File: src/rtl/fetch_width_adapter.sv
// Splits one wide instruction fetch into BEATS narrow fetches and reassembles the
// responses, beat 0 in the least-significant lane. Equal widths collapse to wires.
module fetch_width_adapter #(
    parameter int WIDE_W   = 128,
    parameter int NARROW_W = 32,
    parameter int MAX_OUT  = 2
) (
    input  logic                clk,
    input  logic                rst,
    input  logic                flush,
    input  logic                wide_req,
    input  logic [31:0]         wide_addr,
    output logic                wide_gnt,
    output logic                wide_rvalid,
    output logic [WIDE_W-1:0]   wide_rdata,
    output logic                narrow_req,
    output logic [31:0]         narrow_addr,
    input  logic                narrow_gnt,
    input  logic                narrow_rvalid,
    input  logic [NARROW_W-1:0] narrow_rdata
);
    localparam int BEATS = WIDE_W / NARROW_W;
    localparam int NB    = NARROW_W / 8;
    localparam int WB    = WIDE_W / 8;
    localparam int CW    = $clog2(BEATS + 1);

    generate
        if (WIDE_W == NARROW_W) begin : g_wire
            assign narrow_req  = wide_req;
            assign narrow_addr = wide_addr;
            assign wide_gnt    = narrow_gnt;
            assign wide_rvalid = narrow_rvalid;
            assign wide_rdata  = narrow_rdata;

            logic unused_inputs;
            assign unused_inputs = ^{clk, rst, flush};
        end else begin : g_adapt
            typedef enum logic [1:0] {IDLE, ISSUE, DRAIN, RESP} state_t;

            state_t            state_q, state_d;
            logic [31:0]       base_q, base_d;
            logic [CW-1:0]     issue_cnt_q, issue_cnt_d;
            logic [CW-1:0]     resp_cnt_q, resp_cnt_d;
            logic              drop_q, drop_d;
            logic              wide_rvalid_q, wide_rvalid_d;
            logic [WIDE_W-1:0] wide_rdata_q, wide_rdata_d;
            logic [CW-1:0]     outstanding, out_after;
            logic              issue_fire, resp_fire;

            // Handshake: narrow_req/narrow_addr stay stable until narrow_gnt is seen
            // (only a flush withdraws a pending request); each grant is answered by
            // exactly one in-order narrow_rvalid.
            assign outstanding = issue_cnt_q - resp_cnt_q;
            assign wide_gnt    = wide_req && (state_q == IDLE) && !flush;
            assign narrow_req  = (state_q == ISSUE) && (outstanding < CW'(MAX_OUT))
                                 && !drop_q && !flush;
            assign narrow_addr = base_q + 32'(issue_cnt_q) * 32'(NB);
            assign issue_fire  = narrow_req && narrow_gnt;
            // Responses with nothing outstanding (e.g. stragglers after reset) are dropped.
            assign resp_fire   = narrow_rvalid && (outstanding != '0);
            assign out_after   = outstanding + CW'(issue_fire) - CW'(resp_fire);
            assign wide_rvalid = wide_rvalid_q;
            assign wide_rdata  = wide_rdata_q;

            always_comb begin
                state_d       = state_q;
                base_d        = base_q;
                issue_cnt_d   = issue_cnt_q + CW'(issue_fire);
                resp_cnt_d    = resp_cnt_q + CW'(resp_fire);
                drop_d        = drop_q;
                wide_rvalid_d = 1'b0;
                wide_rdata_d  = wide_rdata_q;

                if (resp_fire && !drop_q) begin
                    for (int b = 0; b < BEATS; b++) begin
                        if (resp_cnt_q == CW'(b)) begin
                            wide_rdata_d[b*NARROW_W +: NARROW_W] = narrow_rdata;
                        end
                    end
                end

                case (state_q)
                    IDLE: begin
                        if (wide_gnt) begin
                            base_d      = wide_addr & ~32'(WB - 1);
                            issue_cnt_d = '0;
                            resp_cnt_d  = '0;
                            drop_d      = 1'b0;
                            state_d     = ISSUE;
                        end
                    end
                    ISSUE, DRAIN: begin
                        if (flush) begin
                            drop_d = 1'b1;
                        end
                        // An aborted fetch only waits for its in-flight beats to drain.
                        if (drop_d) begin
                            state_d = (out_after == '0) ? IDLE : DRAIN;
                        end else if (resp_fire && (resp_cnt_q == CW'(BEATS - 1))) begin
                            state_d       = RESP;
                            wide_rvalid_d = 1'b1;
                        end else if (issue_cnt_d == CW'(BEATS)) begin
                            state_d = DRAIN;
                        end
                    end
                    RESP: begin
                        state_d = IDLE;
                    end
                    default: begin
                        state_d = IDLE;
                    end
                endcase
            end

            always_ff @(posedge clk) begin
                if (rst) begin
                    state_q       <= IDLE;
                    base_q        <= '0;
                    issue_cnt_q   <= '0;
                    resp_cnt_q    <= '0;
                    drop_q        <= 1'b0;
                    wide_rvalid_q <= 1'b0;
                    wide_rdata_q  <= '0;
                end else begin
                    state_q       <= state_d;
                    base_q        <= base_d;
                    issue_cnt_q   <= issue_cnt_d;
                    resp_cnt_q    <= resp_cnt_d;
                    drop_q        <= drop_d;
                    wide_rvalid_q <= wide_rvalid_d;
                    wide_rdata_q  <= wide_rdata_d;
                end
            end
        end
    endgenerate

endmodule
File: config.mk
export PLATFORM = sky130hd
export DESIGN_NAME = fetch_width_adapter
export DESIGN_NICKNAME = d
export VERILOG_FILES = /design/src/rtl/fetch_width_adapter.sv
export SDC_FILE = /design/constraint.sdc
export NUM_CORES = 1
export LEC_CHECK = 0
export ABC_AREA = 1
export BUFFER_PORTS_ARGS = -buffer_cell sky130_fd_sc_hd__clkbuf_2
export CORE_UTILIZATION = 44
export CTS_CLUSTER_DIAMETER = 100
export DETAILED_ROUTE_END_ITERATION = 12
export MAX_ROUTING_LAYER = met4
export PLACE_DENSITY_LB_ADDON = 0.2
export SLEW_MARGIN = 20
export SYNTH_ARGS = -nofsm -noshare
export SYNTH_HDL_FRONTEND = slang
export SYNTH_SLANG_ARGS = --single-unit
File: constraint.sdc
create_clock -name clk -period 2.9 [get_ports clk]
set_input_delay 0.58 -clock clk [delete_from_list [all_inputs] [get_ports clk]]
set_output_delay 0.58 -clock clk [all_outputs]
set_load 0.05 [all_outputs]
==> results of run 1 <==
## where the power goes
group	switching (mW)	internal, mW
Clock	0.927	1.45
Sequential	0.157	2.48
Combinational	1.57	0.596
## flip-flops by register name, summed over array words and instances (netlist names)
signal,count
g_adapt.resp_cnt_q,3
g_adapt.state_q,2
g_adapt.drop_q,1
wide_rvalid,1
g_adapt.issue_cnt_q,3
g_adapt.base_q,28
wide_rdata,128
## worst max path at each step
stage                                      end  slack (ns)  cells after the start
2_1_floorplan  g_adapt.state_q[1]$_SDFFE_PP0P_       -0.24                     15
3_3_place_gp   g_adapt.state_q[1]$_SDFFE_PP0P_       -0.02                     15
3_5_place_dp   g_adapt.state_q[1]$_SDFFE_PP0P_       -0.06                     15
4_1_cts                        narrow_addr[27]       -0.01                      6
5_1_grt        g_adapt.state_q[1]$_SDFFE_PP0P_       -0.11                     17
6_report       g_adapt.state_q[1]$_SDFFE_PP0P_        0.03                     17
## layout by cell type, fill, tap and decap left out, types with 7 or more instances in the layout
cell type,synthesis,final
inv_1,38,35
a21oi_1,106,106
ha_1,13,7
clkbuf_2,0,219
buf_4,5,38
clkbuf_16,0,17
xnor2_1,10,10
nand2_1,138,132
nor2_1,134,131
nand3_1,105,102
o21ai_1,11,11
nand4_1,14,14
xor2_1,19,18
o21ai_0,51,51
dfxtp_1,166,161
nor3_1,14,8
## routing by layer
layer	GRT usage [%]	vias to the layer above
met2	41.3	252
met5	-	-
met3	6.24	27
li1	-	3406
met1	33.9	3166
met4	7.70	0
## critical path: cells and delay by family, from the launching register on
kind                       cells  cell delay (ns)
DFF                            1             0.33
AOI/OAI and AO/OA              1             0.09
and+or+nand+nor                8             0.76
adders and majority gates      6             1.48
buffers and inverters          2             0.10
## cells by family (layout without fill, tap and decap cells)
logic type	Yosys count	after routing
AND/OR/NAND/NOR	415	415
other	1	2
AO/OA/AOI/OAI	169	169
adder cells (fa/ha/maj)	15	15
flip-flops	166	166
XOR/XNOR	29	29
buffers and inverters	102	332
## final cells by class
cell class	count	area, um^2
Clock buffer	22	484
Inverter	40	150
Multi-Input combinational cell	630	3260
Fill cell	1439	6180
Timing Repair Buffer	260	1420
Clock inverter	10	144
Sequential cell	166	3330
Tap cell	188	235
## what timing repair did
| item | in CTS | in global routing |
|---|---|---|
| cloned | 0 | 0 |
| setup buffers | 0 | 1 |
| endpoints found under the setup margin | 11 | 12 |
| gates resized for setup | 14 | 27 |
| pin swaps | 9 | 8 |
==> key figures, run 1 <==
Yosys
  • Post-synthesis sequential area ratio: 48.3%
  • Post-synthesis adder-cell area fraction: 2.95%
  • Ys async rst share: 0%
  • Synth top area cells: dfxtp_1, a21oi_1, nand3_1
  • Largest family of logic cells by synthesized area: simple AND/OR/NAND/NOR gates
  • Count of different cell masters after synthesis: 29
  • Compound-Gate Fraction of Synth Area: 12.3%
  • Post-synth EDFFs: 0
  • Synth Cell Area: 0.00688 mm^2
  • Top cells by count, synth: dfxtp_1, nand2_1, nor2_1
  • Post-Synth Simple-Gate Area: 25.9%
  • #FFs+latches synth: 166
  • Syn Area/Cell: 7.66 um^2
  • Synth Area in XOR/XNOR: 3.69%
  • Most frequent cell after synthesis: dfxtp_1
  • Gate Count Post-Synth: 897
  • Ys flop type: dfxtp_1
  • Synth top area share: 48.3%
  • Multiplexer area fraction after synthesis: 0%
  • YS warnings: 0
  • Area leader, netlist: dfxtp_1

Worst hold path
  • Hold crit path type: input pin to register
  • HP Start: wide_addr[9]
  • Hold path endpoint: g_adapt.base_q[9]$_SDFFE_PP0P_
  • Hold Path Depth: 3

Layout
  • Area grow syn2layout: 31.3%
  • Nets: 1200
  • Antenna cells: 0
  • Final instance area: 0.00903 mm^2
  • Final Util: 59.4%
  • Cell Count, Final, Fillers Out: 1316
  • Share of layout cells above drive strength 1: 29.8%

Timing
  • Max frequency: 349 MHz
  • Hold slack final: 0.374 ns
  • Final Hold Vio Count: 0
  • Worst setup slack after layout: 0.0322 ns
  • Min Tclk post-route: 2.87 ns
  • Final Max Tran Viols: 0
  • Relative slew margins: 30.0%
  • Final setup viols: 0
  • Total Negative Setup Slacks: 0 ns
  • RSZ-0062 raised after global routing: true
  • Max Clock Skew: 0.00936 ns
  • Tcrit/Tclk final: 98.9%
  • Worst-margin pin slew: 1.05 ns

Clock tree
  • CTS Buf Count: 17
  • Worst-Skew Late Latency: 0.43 ns
  • # hold bufs at CTS: 0
  • CTS clock-pin slew for the worst setup and hold paths: 0.06 ns
  • Htree depth: 4
  • Num Clock Sinks: 166
  • Clock Tree Buf Depth: 2
  • CTS tree: built
  • Root buf cell: clkbuf_16

Worst setup path
  • Crit Path Max Fanout: 2
  • CP peak stage delay: 0.43 ns
  • CP required: 3.22 ns
  • Setup crit start kind: register
  • Worst Reg-to-Reg Cells: 17
  • CP max stage cell: fa_2
  • Worst r2r dst: g_adapt.state_q[1]$_SDFFE_PP0P_
  • CP endpoint kind: register
  • R2r startpoint: g_adapt.issue_cnt_q[0]$_SDFF_PP0_
  • CP Cell Sequence: inv_2, ha_4, fa_2, nand3_2, and2_4, ha_4, nand2_2, nor2_4, nand2_2, ha_1, inv_1, ha_2, fa_2, nor3_2, a211oi_2, nor2_2, nor2_1
  • CP startpoint: g_adapt.issue_cnt_q[0]$_SDFF_PP0_
  • Crit Path Category: register to register
  • Worst R2R Setup Slack: 0.03 ns
  • Critical Path AT: 3.19 ns

Power and ir drop
  • Tot Pwr: 7.18 mW
  • Power Density: 795 mW/mm^2
  • Peak supply drop: 0.471 mV
  • Leakage: 3.95 nW

Routing
  • Routed Antenna Nets: 0
  • Initial drt markers: 501
  • Drt pass-1 iters: 7
  • Drt drc: 0
  • Vias per cell: 5.21
  • Total wire length: 20600 um
  • Top Metal Used: met4
  • Met3 routed WL: 1490 um
  • Met2 routed WL: 9470 um
  • Vias post-DR: 6851
  • Metal1 wirelength: 9320 um
  • Drt wl/cell: 15.6 um

Global route
  • Vias in the first global route: 6277
  • Antenna violations before repair: 0
  • First-pass GRT wire length: 32300 um
  • Total grt overflow: 0
  • Pin count of the biggest net entering global routing: 98
  • Total global-route track usage: 26.3%

Place
  • Placed Cells: 1283
  • DP Area: 0.00826 mm^2
  • Detailed placer's ending HPWL: 13900 um
  • Dpl ws: -0.0608 ns
  • Routability cong.: 0.921
  • Buffers on Ports: 226

Floorplanning
  • Area of the core: 0.0152 mm^2
  • Initial Utilization: 45.2%
  • Cell Rows: 45
  • Die area: 0.0161 mm^2
  • Die Y-Extent: 127 um
  • DIE WIDTH: 127 um
  • Top Ports: 233

Status
  • Status: finished, final reports clean

Run
  • Max_cap viols: 0
No activity file was read; power rests on OpenSTA's default activity.
==> run 2: changes to the inputs <==
Settings changed: CELL_PAD_IN_SITES_DETAIL_PLACEMENT set to 0, CELL_PAD_IN_SITES_GLOBAL_PLACEMENT set to 1, CORE_UTILIZATION 44 to 32.
==> run 2 against run 1 <==
  * Register-to-register slack worse by 0.07 ns
  * Fmax is 2.2% lower
  * Non-clock buffer count is 8 higher
  * Highest routed layer unchanged
  * Critical path type unchanged
  * Flip-flop and latch count stayed put
  * The run now ends with setup timing left
==> key figures, run 2 (same netlist as run 1, synthesis figures left out) <==
Layout
  • Final instance area: 0.00920 mm^2
  • Commonest non-fill, non-tap cell in the layout: clkbuf_2
  • Share of layout cells above drive strength 1: 30.7%
  • Cell Count, Final, Fillers Out: 1410
  • Max reg flops: 128
  • Nets: 1208
  • Antenna cells: 0
  • Area grow syn2layout: 33.8%
  • Final Util: 43.8%
  • Filler cells: 2190
  • Most frequent cells in the layout: clkbuf_2, dfxtp_1, nor2_1

Routing
  • Total wire length: 23000 um
  • Drt drc: 0
  • Vias per cell: 4.77
  • Drt wl/cell: 16.3 um
  • Routed Antenna Nets: 0
  • Initial drt markers: 324
  • Vias post-DR: 6730
  • Drt pass-1 iters: 4

Floorplanning
  • Cell Rows: 53
  • Top Ports: 233
  • Die Y-Extent: 149 um
  • DIE WIDTH: 149 um
  • Initial Utilization: 32.7%
  • Die area: 0.0221 mm^2
  • Area of the core: 0.0210 mm^2

Clock tree
  • CTS clock-pin slew for the worst setup and hold paths: 0.07 ns
  • CTS Buf Count: 17
  • Root buf cell: clkbuf_16
  • Num Clock Sinks: 166
  • # hold bufs at CTS: 0
  • Worst-Skew Late Latency: 0.42 ns
  • Htree depth: 4
  • Clock Tree Buf Depth: 2
  • CTS tree: built

Worst setup path
  • Worst path bufs/invs: 2
  • CP endpoint kind: register
  • Setup crit start kind: register
  • Crit Path Max Fanout: 3
  • Crit Path Category: register to register
  • Critical Path AT: 3.30 ns
  • CP required: 3.26 ns
  • CP delay by family, top: adder cells
  • CP peak stage delay: 0.61 ns
  • CP max stage cell: fa_2
  • CP dominant cell by count: ha_4
  • Worst R2R Setup Slack: -0.03 ns
  • CP Cell Sequence: inv_2, ha_4, fa_2, ha_4, nand2_4, nor2_4, nand2_2, ha_4, inv_2, ha_4, fa_2, nor3_2, a211oi_2, nor2_1, nor2_1

Run
  • Max_cap viols: 0

Power and ir drop
  • Switching Fraction: 39.6%
  • Switching power: 2.77 mW
  • Clock network power share: 30.5%
  • Internal power: 4.23 mW
  • Power Density: 761 mW/mm^2
  • Seq pwr share: 37.6%
  • Combinational fraction of design power: 31.9%
  • Peak supply drop: 0.361 mV
  • Tot Pwr: 7.00 mW
  • Leakage: 3.97 nW

Status
  • Failing checks: setup timing
  • Status: finished with violations

Global route
  • Antenna violations before repair: 0
  • First-pass GRT wire length: 36100 um
  • Total global-route track usage: 21.6%
  • Total grt overflow: 0
  • Pin count of the biggest net entering global routing: 42
  • Vias in the first global route: 6531

Place
  • Buffers on Ports: 226
  • Routability cong.: 0.809
  • Detailed placer's ending HPWL: 15400 um
  • Placed Cells: 1372
  • DP Area: 0.00841 mm^2
  • Dpl ws: -0.0965 ns

Timing
  • Hold slack final: 0.383 ns
  • Min Tclk post-route: 2.93 ns
  • Final Max Tran Viols: 0
  • RSZ-0062 raised after global routing: true
  • Max frequency: 341 MHz
  • Total Negative Setup Slacks: -0.0331 ns
  • Final setup viols: 1
  • Worst setup slack after layout: -0.0331 ns
  • Tcrit/Tclk final: 101%
  • Final Hold Vio Count: 0
  • Max Clock Skew: 0.0118 ns

Worst hold path
  • Hold crit path type: input pin to register
-- run 2: cell count changes in the layout (fill, tap and decap cells not counted), moves of 3 or more --
cell       change
clkinv_2       +3
buf_4          +5
bufinv_16      -3
ha_4           +4
-- run 2: what timing repair did --
item,CTS,global route
gates resized for setup,19,35
endpoints found under the setup margin,9,14
buffers inserted,4,3
gates cloned,0,0
endpoints found under the hold margin,0,0
pin swaps,11,17
-- run 2: layout make-up --
| type | count | area (um^2) | share of cell area [%] |
|---|---|---|---|
| Sequential cell | 166 | 3330 | 36.2 |
| Tap cell | 275 | 344 | 3.74 |
| Timing Repair Buffer | 268 | 1510 | 16.4 |
| Clock inverter | 13 | 98.8 | 1.07 |
| Clock buffer | 18 | 439 | 4.77 |
| Multi-Input combinational cell | 630 | 3330 | 36.2 |
| Inverter | 40 | 150 | 1.63 |
-- run 2: layer usage --
metal  track usage (%)  part of all wire (%)
met1              27.9                    47
met2              33.9                    46
met3              5.18                   6.3
met4              4.95                  0.70
met5                 -                     0
-- run 2: power by group through the flow --
stage | Combinational (mW) | Sequential (mW) | Clock (mW)
after floorplan | 1.21 | 3.01 | 0
after global placement | 2.12 | 2.68 | 0
after detailed placement | 2.13 | 2.68 | 0
after CTS | 2.21 | 2.63 | 2.18
after global routing | 2.43 | 2.66 | 2.29
final | 2.23 | 2.63 | 2.13
-- run 2: worst paths after layout --
check                                    startpoint                         endpoint  cells after the start
setup reg to reg  g_adapt.issue_cnt_q[0]$_SDFF_PP0_  g_adapt.state_q[1]$_SDFFE_PP0P_                     15
hold / removal                        wide_addr[31]  g_adapt.base_q[31]$_SDFFE_PP0P_                      3
setup / recovery  g_adapt.issue_cnt_q[0]$_SDFF_PP0_  g_adapt.state_q[1]$_SDFFE_PP0P_                     15
hold reg to reg         wide_rdata[43]$_SDFFE_PP0P_      wide_rdata[43]$_SDFFE_PP0P_                      2
-- run 2: worst reg2reg max path: cells and delay by family (launching register included) --
family,cells,cell delay (ns)
AOI/OAI and AO/OA,1,0.20
adders and majority gates,6,1.86
DFF,1,0.33
buffers and inverters,2,0.08
and+or+nand+nor,6,0.40
